$ cat src/rtl/qr_pkg.sv
// Shared constants, FSM states and plane lookup for the 3x3 Givens QR sequencer.
// Data is signed Q4.12; matrix elements are indexed row-major from 0.
package qr_pkg;

  localparam int W    = 16;
  localparam int FRAC = 12;
  localparam int NE   = 9;
  localparam logic signed [W-1:0] ONE = W'(1 << FRAC);

  typedef enum logic [2:0] {
    IDLE,
    REQ,
    WAIT,
    ROT,
    DONE
  } state_t;

  localparam logic [1:0] PLANE_NONE = 2'd0;
  localparam logic [1:0] PLANE_12   = 2'd1;
  localparam logic [1:0] PLANE_13   = 2'd2;
  localparam logic [1:0] PLANE_23   = 2'd3;

  // Zero-based rows p/q and pivot column k for a rotation plane.
  typedef struct packed {
    logic [1:0] row_p;
    logic [1:0] row_q;
    logic [1:0] col_k;
  } plane_map_t;

  function automatic plane_map_t plane_map(input logic [1:0] plane);
    plane_map_t m;
    case (plane)
      PLANE_12: m = '{row_p: 2'd0, row_q: 2'd1, col_k: 2'd0};
      PLANE_13: m = '{row_p: 2'd0, row_q: 2'd2, col_k: 2'd0};
      PLANE_23: m = '{row_p: 2'd1, row_q: 2'd2, col_k: 2'd1};
      default:  m = '{row_p: 2'd0, row_q: 2'd1, col_k: 2'd0};
    endcase
    return m;
  endfunction

  function automatic logic [3:0] elem_idx(input logic [1:0] row, input logic [1:0] col);
    return ({2'b00, row} * 4'd3) + {2'b00, col};
  endfunction

endpackage

$ cat src/rtl/givens_row_update.sv
// Combinational Givens update of one column pair: p' = c*ap + s*aq, q' = c*aq - s*ap,
// rounded half-up at FRAC and saturated to the signed W-bit range.
module givens_row_update
  import qr_pkg::*;
(
  input  logic signed [W-1:0] c,
  input  logic signed [W-1:0] s,
  input  logic signed [W-1:0] ap,
  input  logic signed [W-1:0] aq,
  output logic signed [W-1:0] p_new,
  output logic signed [W-1:0] q_new
);

  localparam int PW = 2 * W;
  localparam int SW = 2 * W + 1;
  localparam logic [SW-1:0]        RND  = SW'(1) << (FRAC - 1);
  localparam logic signed [SW-1:0] MAXV = (SW'(1) << (W - 1)) - SW'(1);
  localparam logic signed [SW-1:0] MINV = -(SW'(1) << (W - 1));

  logic signed [PW-1:0] c_x, s_x, ap_x, aq_x;
  logic signed [PW-1:0] c_ap, s_aq, c_aq, s_ap;
  logic signed [SW-1:0] p_sum, q_sum, p_shift, q_shift;

  assign c_x  = {{W{c[W-1]}}, c};
  assign s_x  = {{W{s[W-1]}}, s};
  assign ap_x = {{W{ap[W-1]}}, ap};
  assign aq_x = {{W{aq[W-1]}}, aq};

  assign c_ap = c_x * ap_x;
  assign s_aq = s_x * aq_x;
  assign c_aq = c_x * aq_x;
  assign s_ap = s_x * ap_x;

  assign p_sum = {c_ap[PW-1], c_ap} + {s_aq[PW-1], s_aq} + RND;
  assign q_sum = {c_aq[PW-1], c_aq} - {s_ap[PW-1], s_ap} + RND;

  assign p_shift = p_sum >>> FRAC;
  assign q_shift = q_sum >>> FRAC;

  assign p_new = (p_shift > MAXV) ? MAXV[W-1:0] :
                 (p_shift < MINV) ? MINV[W-1:0] : p_shift[W-1:0];
  assign q_new = (q_shift > MAXV) ? MAXV[W-1:0] :
                 (q_shift < MINV) ? MINV[W-1:0] : q_shift[W-1:0];

endmodule

$ cat src/rtl/givens_qr_sequencer.sv
// Sequences the three Givens rotations of a 3x3 QR, owning the working matrix and
// sharing one external cos/sin generator through a request/response handshake.
module givens_qr_sequencer
  import qr_pkg::*;
(
  input  logic              clk,
  input  logic              rst_n,
  input  logic              start,
  input  logic [NE*W-1:0]   a_in,
  output logic              cs_req_valid,
  input  logic              cs_req_ready,
  output logic [W-1:0]      cs_req_x,
  output logic [W-1:0]      cs_req_y,
  input  logic              cs_rsp_valid,
  input  logic [W-1:0]      cs_rsp_cos,
  input  logic [W-1:0]      cs_rsp_sin,
  output logic [1:0]        plane,
  output logic [W-1:0]      cos1,
  output logic [W-1:0]      cos2,
  output logic [W-1:0]      cos3,
  output logic [W-1:0]      sin1,
  output logic [W-1:0]      sin2,
  output logic [W-1:0]      sin3,
  output logic [NE*W-1:0]   r_out,
  output logic              busy,
  output logic              done
);

  state_t     state_reg, state_next;
  logic [1:0] plane_reg, plane_next;
  logic [1:0] col_reg, col_next;

  logic signed [W-1:0] m_reg   [NE];
  logic signed [W-1:0] cos_reg [3];
  logic signed [W-1:0] sin_reg [3];

  plane_map_t          map;
  logic [3:0]          piv_x_idx, piv_y_idx, rot_p_idx, rot_q_idx;
  logic [1:0]          slot;
  logic signed [W-1:0] piv_x, piv_y, ap_sel, aq_sel, c_act, s_act;
  logic signed [W-1:0] p_new, q_new;
  logic                pivot_zero, cs_latch;
  logic signed [W-1:0] cs_c_sel, cs_s_sel;

  assign map       = plane_map(plane_reg);
  assign piv_x_idx = elem_idx(map.row_p, map.col_k);
  assign piv_y_idx = elem_idx(map.row_q, map.col_k);
  assign rot_p_idx = elem_idx(map.row_p, col_reg);
  assign rot_q_idx = elem_idx(map.row_q, col_reg);
  assign slot      = (plane_reg == PLANE_NONE) ? 2'd0 : plane_reg - 2'd1;

  assign piv_x      = m_reg[piv_x_idx];
  assign piv_y      = m_reg[piv_y_idx];
  assign ap_sel     = m_reg[rot_p_idx];
  assign aq_sel     = m_reg[rot_q_idx];
  assign c_act      = cos_reg[slot];
  assign s_act      = sin_reg[slot];
  assign pivot_zero = (piv_x == '0) && (piv_y == '0);

  // A zero pivot pair needs no rotation: identity coefficients stand in for the generator.
  assign cs_latch = ((state_reg == REQ) && pivot_zero) || ((state_reg == WAIT) && cs_rsp_valid);
  assign cs_c_sel = pivot_zero ? ONE : cs_rsp_cos;
  assign cs_s_sel = pivot_zero ? '0  : cs_rsp_sin;

  givens_row_update u_row_update (
    .c     (c_act),
    .s     (s_act),
    .ap    (ap_sel),
    .aq    (aq_sel),
    .p_new (p_new),
    .q_new (q_new)
  );

  always_comb begin
    state_next = state_reg;
    plane_next = plane_reg;
    col_next   = col_reg;
    case (state_reg)
      IDLE: begin
        if (start) begin
          state_next = REQ;
          plane_next = PLANE_12;
        end
      end
      REQ: begin
        if (pivot_zero) begin
          state_next = ROT;
          col_next   = 2'd0;
        end else if (cs_req_ready) begin
          state_next = WAIT;
        end
      end
      WAIT: begin
        if (cs_rsp_valid) begin
          state_next = ROT;
          col_next   = 2'd0;
        end
      end
      ROT: begin
        if (col_reg == 2'd2) begin
          col_next = 2'd0;
          if (plane_reg == PLANE_23) begin
            state_next = DONE;
            plane_next = PLANE_NONE;
          end else begin
            state_next = REQ;
            plane_next = plane_reg + 2'd1;
          end
        end else begin
          col_next = col_reg + 2'd1;
        end
      end
      DONE: begin
        state_next = IDLE;
        plane_next = PLANE_NONE;
      end
      default: begin
        state_next = IDLE;
        plane_next = PLANE_NONE;
      end
    endcase
  end

  always_ff @(posedge clk or negedge rst_n) begin
    if (!rst_n) begin
      state_reg <= IDLE;
      plane_reg <= PLANE_NONE;
      col_reg   <= 2'd0;
      for (int i = 0; i < NE; i++) m_reg[i] <= '0;
      for (int i = 0; i < 3; i++) begin
        cos_reg[i] <= ONE;
        sin_reg[i] <= '0;
      end
    end else begin
      state_reg <= state_next;
      plane_reg <= plane_next;
      col_reg   <= col_next;
      if ((state_reg == IDLE) && start) begin
        for (int i = 0; i < NE; i++) m_reg[i] <= a_in[i*W +: W];
      end
      if (cs_latch) begin
        cos_reg[slot] <= cs_c_sel;
        sin_reg[slot] <= cs_s_sel;
      end
      // The pivot-column entry of row q is forced to an exact zero to drop rounding residue.
      if (state_reg == ROT) begin
        m_reg[rot_p_idx] <= p_new;
        m_reg[rot_q_idx] <= (col_reg == map.col_k) ? '0 : q_new;
      end
    end
  end

  assign cs_req_valid = (state_reg == REQ) && !pivot_zero;
  assign cs_req_x     = cs_req_valid ? piv_x : '0;
  assign cs_req_y     = cs_req_valid ? piv_y : '0;
  assign plane        = plane_reg;
  assign busy         = (state_reg != IDLE);
  assign done         = (state_reg == DONE);

  assign cos1 = cos_reg[0];
  assign cos2 = cos_reg[1];
  assign cos3 = cos_reg[2];
  assign sin1 = sin_reg[0];
  assign sin2 = sin_reg[1];
  assign sin3 = sin_reg[2];

  generate
    for (genvar gi = 0; gi < NE; gi++) begin : g_r_out
      assign r_out[gi*W +: W] = m_reg[gi];
    end
  endgenerate

endmodule

$ cat config.mk
export PLATFORM = sky130hd
export DESIGN_NAME = givens_qr_sequencer
export DESIGN_NICKNAME = d
export VERILOG_FILES = /design/src/rtl/qr_pkg.sv /design/src/rtl/givens_row_update.sv /design/src/rtl/givens_qr_sequencer.sv
export SDC_FILE = /design/constraint.sdc
export NUM_CORES = 2
export LEC_CHECK = 0
export CORE_MARGIN = 4
export CORE_UTILIZATION = 30
export DETAILED_ROUTE_END_ITERATION = 16
export SLEW_MARGIN = 5
export SYNTH_ARGS = -nofsm -noshare
export SYNTH_HDL_FRONTEND = slang
export SYNTH_HIERARCHICAL = 1
export SYNTH_SLANG_ARGS = --single-unit
$ cat constraint.sdc
create_clock -name clk -period 10.1 [get_ports clk]
set_clock_uncertainty 0.1 [all_clocks]
set_input_delay 2.525 -clock clk [delete_from_list [all_inputs] [get_ports clk]]
set_output_delay 2.525 -clock clk [all_outputs]
set_load 0.1 [all_outputs]
# After elaboration in Yosys (flattened, before gate mapping)
# Cells that the tools add are included.
# classes
n_addsub	11
n_lt_le_gt_ge	12
reduce_logical	20
muxes	56
multipliers	6
bitwise_logic	6
n_eq_ne	13
# ops
op	count
16-bit 2-to-1 mux	24
144-bit bitwise mux	2
144-bit 2-to-1 mux	2
16-bit binary-select mux with 4-bit select	4
16-bit demux with 4-bit select	2
16-bit by 16-bit multiplier with 32-bit output	4
48-bit bitwise mux	2
33-bit by 12-bit adder with 33-bit output (second input constant)	2
16-bit binary-select mux with 2-bit select	2
21-bit by 16-bit > comparator with 1-bit output (second input constant)	2
21-bit by 16-bit less-than comparator with 1-bit output (second input constant)	2
32-bit by 32-bit adder with 33-bit output	1
32-bit by 32-bit subtractor with 33-bit output	1
16-bit demux with 2-bit select	1
16-bit logical NOT	2
5-bit >= comparator (second input constant)	4
4-bit NOT with 5-bit output	4
3-bit 2-to-1 mux	6
4-bit by 2-bit adder with 4-bit output	4
2-bit 2-to-1 mux	7
2-bit case mux with 3 select lines	2
3-bit case mux with 4 select lines	1
5-bit by 1-bit less-than comparator with 1-bit output (second input constant)	2
5-bit case mux with 2 select lines	1
23 further kinds	40
# word_totals
register_bits	247
output_inout_bits	277
input_bits	181
elab_cells	142

# Logic depth before layout (Yosys ltp)
# logic_depth
ltp_word	17
mapped_depth	43

# By module
# The synthesis kept the hierarchy.
# modules_own_cells
module	seq_area_each_um2	area_each_um2	cells_each	n_inst
givens_row_update	0.0	40705.3	4385	1
givens_qr_sequencer	6184.7	16231.8	1799	1

# Worst setup path before layout
# No wires, ideal clock.
# synth_timing
path_type	reg2reg
startpoint	reg plane_reg[1], in the netlist plane[1]
endpoint	reg m_reg, in the netlist r_out[92]
path_buffers	7
path_stages_with_launch	40
synth_period_minus_slack_ns	11.717
path_slack_ns	-1.617
setup_ns	0.147
arrival_ns	11.470
path_cell_list	dfrtp_1 ha_1 buf_4 buf_2 inv_1 fa_1 clkbuf_1 clkbuf_1 mux4_2 mux2_2 clkbuf_1 nand2_1 inv_1 fa_1 inv_1 fa_1 inv_1 fa_1 [4 not listed] fa_1 inv_1 fa_1 inv_1 ha_1 a211o_1 a21oi_1 a2111o_1 o311ai_0 a21oi_1 xnor2_1 o41a_1 buf_2 a21o_1 nor2b_1 clkbuf_1 o22ai_1 a32oi_1
# synth_between
elab_chain_cells	17
word_cells_on_any_way	56
classes_between	add/sub: 7; mul: 6; order compare: 8; eq/ne: 3; mux: 26; bitwise: 3; reduce/logical: 3
# synth_rtl
element	line	rtl
start: declaration	givens_qr_sequencer.sv:30	logic [1:0] plane_reg, plane_next;
start signal: assignment	givens_qr_sequencer.sv:136	plane_reg <= plane_next;
2-bit equality test	qr_pkg.sv:32	case (plane)
5-bit case mux with 2 select lines (*)	qr_pkg.sv:32	
2-bit by 2-bit multiplier with 4-bit output (*)	qr_pkg.sv:42	return ({2'b00, row} * 4'd3) + {2'b00, col};
4-bit by 2-bit adder with 4-bit output (*)	qr_pkg.sv:42	
4-bit NOT with 5-bit output (implied by the code) (*)	givens_qr_sequencer.sv:54	assign ap_sel = m_reg[rot_p_idx];
16-bit binary-select mux with 4-bit select (*)	givens_qr_sequencer.sv:54	
16-bit 2-to-1 mux (implied by the code) (*) (2 in series)	givens_qr_sequencer.sv:54	
named net ap_sel[0]	givens_qr_sequencer.sv:40	logic signed [W-1:0] piv_x, piv_y, ap_sel, aq_sel, c_act, s_act;
[2 not listed]	n/a	
33-bit by 12-bit adder with 33-bit output (*)	givens_row_update.sv:35	assign q_sum = {c_aq[PW-1], c_aq} - {s_ap[PW-1], s_ap} + RND;
21-bit by 16-bit less-than comparator with 1-bit output	givens_row_update.sv:43	(q_shift < MINV) ? MINV[W-1:0] : q_shift[W-1:0];
16-bit 2-to-1 mux	givens_row_update.sv:43	
16-bit 2-to-1 mux (*)	givens_row_update.sv:42	assign q_new = (q_shift > MAXV) ? MAXV[W-1:0] :
named net q_new[12]	givens_qr_sequencer.sv:41	logic signed [W-1:0] p_new, q_new;
16-bit 2-to-1 mux (*)	givens_qr_sequencer.sv:148	m_reg[rot_q_idx] <= (col_reg == map.col_k) ? '0 : q_new;
144-bit bitwise mux (*)	givens_qr_sequencer.sv:148	
144-bit 2-to-1 mux (*)	givens_qr_sequencer.sv:146	if (state_reg == ROT) begin
end signal: indexed assignment	givens_qr_sequencer.sv:147	m_reg[rot_p_idx] <= p_new;
end signal: indexed assignment	givens_qr_sequencer.sv:148	
end: declaration	givens_qr_sequencer.sv:33	logic signed [W-1:0] m_reg [NE];
# Mark *: on every way through the listed nets, which the timed path passes. The rest lies on a longest branch. The select of a mux whose other input is x is not followed.
# A chain may end at the register's enable or synchronous reset.

# Worst setup path after layout
# layout_timing
startpoint	reg plane_reg[1], in the netlist plane[1]
endpoint	reg m_reg, in the netlist r_out[3]
# layout_between
elab_chain_cells	17
word_cells_on_any_way	56
classes_between	add/sub: 7; mul: 6; order compare: 8; eq/ne: 3; mux: 26; bitwise: 3; reduce/logical: 3
# layout_rtl
element	line	rtl
2-bit equality test	qr_pkg.sv:32	
5-bit case mux with 2 select lines (*)	qr_pkg.sv:32	
2-bit by 2-bit multiplier with 4-bit output (*)	qr_pkg.sv:42	
4-bit by 2-bit adder with 4-bit output (*)	qr_pkg.sv:42	
4-bit NOT with 5-bit output (implied by the code) (*)	givens_qr_sequencer.sv:55	assign aq_sel = m_reg[rot_q_idx];
16-bit binary-select mux with 4-bit select (*)	givens_qr_sequencer.sv:55	
16-bit 2-to-1 mux (implied by the code) (*) (2 in series)	givens_qr_sequencer.sv:55	
named net aq_sel[1]	givens_qr_sequencer.sv:40	
[2 not listed]	n/a	
33-bit by 12-bit adder with 33-bit output (*)	givens_row_update.sv:35	
21-bit by 16-bit less-than comparator with 1-bit output	givens_row_update.sv:43	
16-bit 2-to-1 mux	givens_row_update.sv:43	
16-bit 2-to-1 mux (*)	givens_row_update.sv:42	
named net q_new[3]	givens_qr_sequencer.sv:41	
16-bit 2-to-1 mux (*)	givens_qr_sequencer.sv:148	
144-bit bitwise mux (*)	givens_qr_sequencer.sv:148	
144-bit 2-to-1 mux (*)	givens_qr_sequencer.sv:146	
# Marks and branches as above.

==> impl_metrics.ini <==
[run_status]
status = finished with violations
violations = setup timing

[worst_setup_path]
crit_start = plane[1]
cp-start-kind = flop
rr_endpoint = r_out[3]
cp_max_fo = 8
crit_required_ps = 10430
slowest_delay_ps = 590
crit_path_end = r_out[3]
r2r_start = plane[1]
end_kind = flop
crit_top_cell = fa_1
crit_type = reg2reg
reg2reg_slack_ps = -580
reg2regPathDepth = 41
cp_data_arrival_time_ps = 11010
crit_path_top_delay_cell = fa_2

[sta]
fin_ws_ps = -577
fin_crit_ps = 10680
tightestPinTransition_ps = 1230
slew_headroom_pct = 18.0
hold_viol_final = 0
drv_slew = 0
rsz0062_at_grt = yes
fin_crit_sh_pct = 106
max_freq_mhz = 93.7
setup_viol = 143

[final_layout]
n_fill_cell = 18748
syn_to_final_growth_pct = 29.8
drive_gt1_share_pct = 18.8
fin_cells = 9628
nets = 8765
utilization_pct = 39.3
multiInputGateArea_um2 = 46000
largest_register_ffs = 144
regArea_um2 = 6190

[yosys]
synth_area_um2 = 56900
syn_inst = 6184
synth_edf_count = 0
ys.warnings.count = 6
synthFlopType = dfrtp_1
synth-seq-cells = 247
syn_nets = 7844
synth_area_per_cell_um2 = 9.21
synth.distinct_cells = 89
ys_seq_area_share_pct = 10.9
ys_async_sr_fraction_pct = 100

[cts]
ctsLongestPathBuffers = 3
holdBufCountCts = 0
htreeDepth = 1
clkLatencyLatePin_ps = 610
cts_sinks = 247
path_clk_slew_ps = 60
cts-root-buf = clkbuf_16
cts_tree = yes
cts_made_buffers = 30

[route]
via_per_inst = 5.07
post-route-drc-count = 0
postRouteAntennaNets = 0
wl_per_cell_um = 23.4
wl_um = 225000
drtIter0Drc = 3870
dr.pass1.iters = 6
vias = 48815

[global_routing]
gr-total-overflow = 0
grt_use_total_pct = 22.7
grt_max_degree = 127
antenna_found_initial = 6
grt_pass1_wl_um = 341000
grt_pass1_vias = 53118

[placement]
place_congestion = 1.03
dp.cells = 9473
portBuffers = 457
dp_slack_ps = -1240
dp_hpwl_um = 184000

[floorplan]
ios = 458
core_um2 = 188000
start_util_pct = 30.3
die_h_um = 444
std_cell_rows = 159
dieArea_um2 = 197000
die_w_um = 444

[min_path]
min_path_type = reg2reg

[job]
drv_cap = 0
==> placed cells by master (no fill, tap or decap), drive strengths merged, types with 30 or more instances in the layout <==
master | Yosys | final
nand2 | 900 | 900
mux4 | 64 | 64
mux2i | 82 | 82
buf | 74 | 842
fa | 1174 | 1174
nand2b | 38 | 38
o22ai | 129 | 129
clkdlybuf4s50 | 0 | 453
dfrtp | 244 | 244
nor2 | 91 | 91
nor2b | 38 | 38
a21o | 45 | 45
inv | 1311 | 1310
a32oi | 130 | 130
clkbuf | 341 | 46
ha | 305 | 305
a32o | 30 | 30
xnor2 | 60 | 60
and2 | 511 | 511
o21ai | 173 | 173
and3 | 83 | 83
a21oi | 121 | 121
nor3 | 37 | 37
==> layout make-up <==
class,count,area share [%]
inverters,1311,6.68
multi-input cells,4213,62.2
well taps,2495,4.22
diodes,4,0.0135
flip-flops and latches,247,8.38
repair buffers,1302,17.1
clock inverters,15,0.222
clock buffers,41,1.17
==> cells in the mapped netlist (83+ instances only) <==
| cell type | count | area share [%] |
|---|---|---|
| inv_1 | 1307 | 8.6 |
| nand2_1 | 893 | 5.9 |
| and3_1 | 83 | 0.91 |
| clkbuf_1 | 336 | 2.2 |
| fa_1 | 1174 | 41 |
| nor2_1 | 89 | 0.59 |
| o22ai_1 | 129 | 1.4 |
| o21ai_0 | 162 | 1.4 |
| ha_1 | 305 | 6.7 |
| a32oi_1 | 120 | 1.8 |
| and2_1 | 510 | 5.6 |
| dfrtp_1 | 244 | 11 |
| a21oi_1 | 120 | 1.1 |
==> routing by layer <==
metal | vias to the layer above | track usage [%] | part of all wire (%)
met5 | - | 0 | 0.018
met4 | 6 | 12.1 | 7.1
met3 | 566 | 3.95 | 7.3
met2 | 2144 | 36.9 | 46
met1 | 25205 | 28.8 | 39
li1 | 20894 | - | -
==> critical path, delay by kind of cell (launching register included) <==
family,cells,cell delay (ps)
adders and majority gates,11,4940
AOI/OAI and AO/OA,8,1660
buffers and inverters,13,1340
and+or+nand+nor,6,1070
muxes,2,740
DFF,1,530
xor gates and xnor gates,1,120
==> worst min path at each step <==
stage | slack (ps) | start | endpoint | cells past startpoint
after floorplan | 450 | col_reg[1] | col_reg[1] | 1
after global placement | 370 | cos1[12] | cos1[12] | 2
after detailed placement | 380 | cos1[12] | cos1[12] | 2
after CTS | 390 | cos1[12] | cos1[12] | 2
after global routing | 430 | cos1[6] | cos1[6] | 1
final | 400 | cos1[12] | cos1[12] | 2
==> repair_timing <==
| item | 4_1_cts | 5_1_grt |
|---|---|---|
| endpoints found under the setup margin | 144 | 144 |
| cloned | 7 | 4 |
| gates resized for setup | 201 | 140 |
| pin swaps | 55 | 53 |
| buffers inserted | 66 | 20 |
==> through the flow <==
| step | hold WS (ps) | instance area (µm²) | TNS (ps) |
|---|---|---|---|
| after global placement | 372 | 70300 | -107450 |
| after floorplan | 452 | 57300 | -18570 |
| after global routing | 430 | 73900 | -105180 |
| final | 397 | 73900 | -66800 |
| after CTS | 391 | 73000 | -52460 |
| after detailed placement | 382 | 70300 | -119290 |
==> cell families (layout without fill, tap and decap cells) <==
group / after synthesis / count (layout) / synth area share (%)
AOI/OAI and AO/OA: 718 / 719 / 8.65
xor gates and xnor gates: 85 / 85 / 1.35
adders and majority gates: 1479 / 1479 / 48.0
buffers and inverters: 1726 / 2669 / 11.7
DFF: 247 / 247 / 10.9
muxes: 164 / 165 / 4.33
other: 0 / 4 / 0
and+or+nand+nor: 1765 / 1765 / 15.1
Power is not shown: default switching activity piles up to over one toggle a cycle in this logic, so the estimate is an artifact.
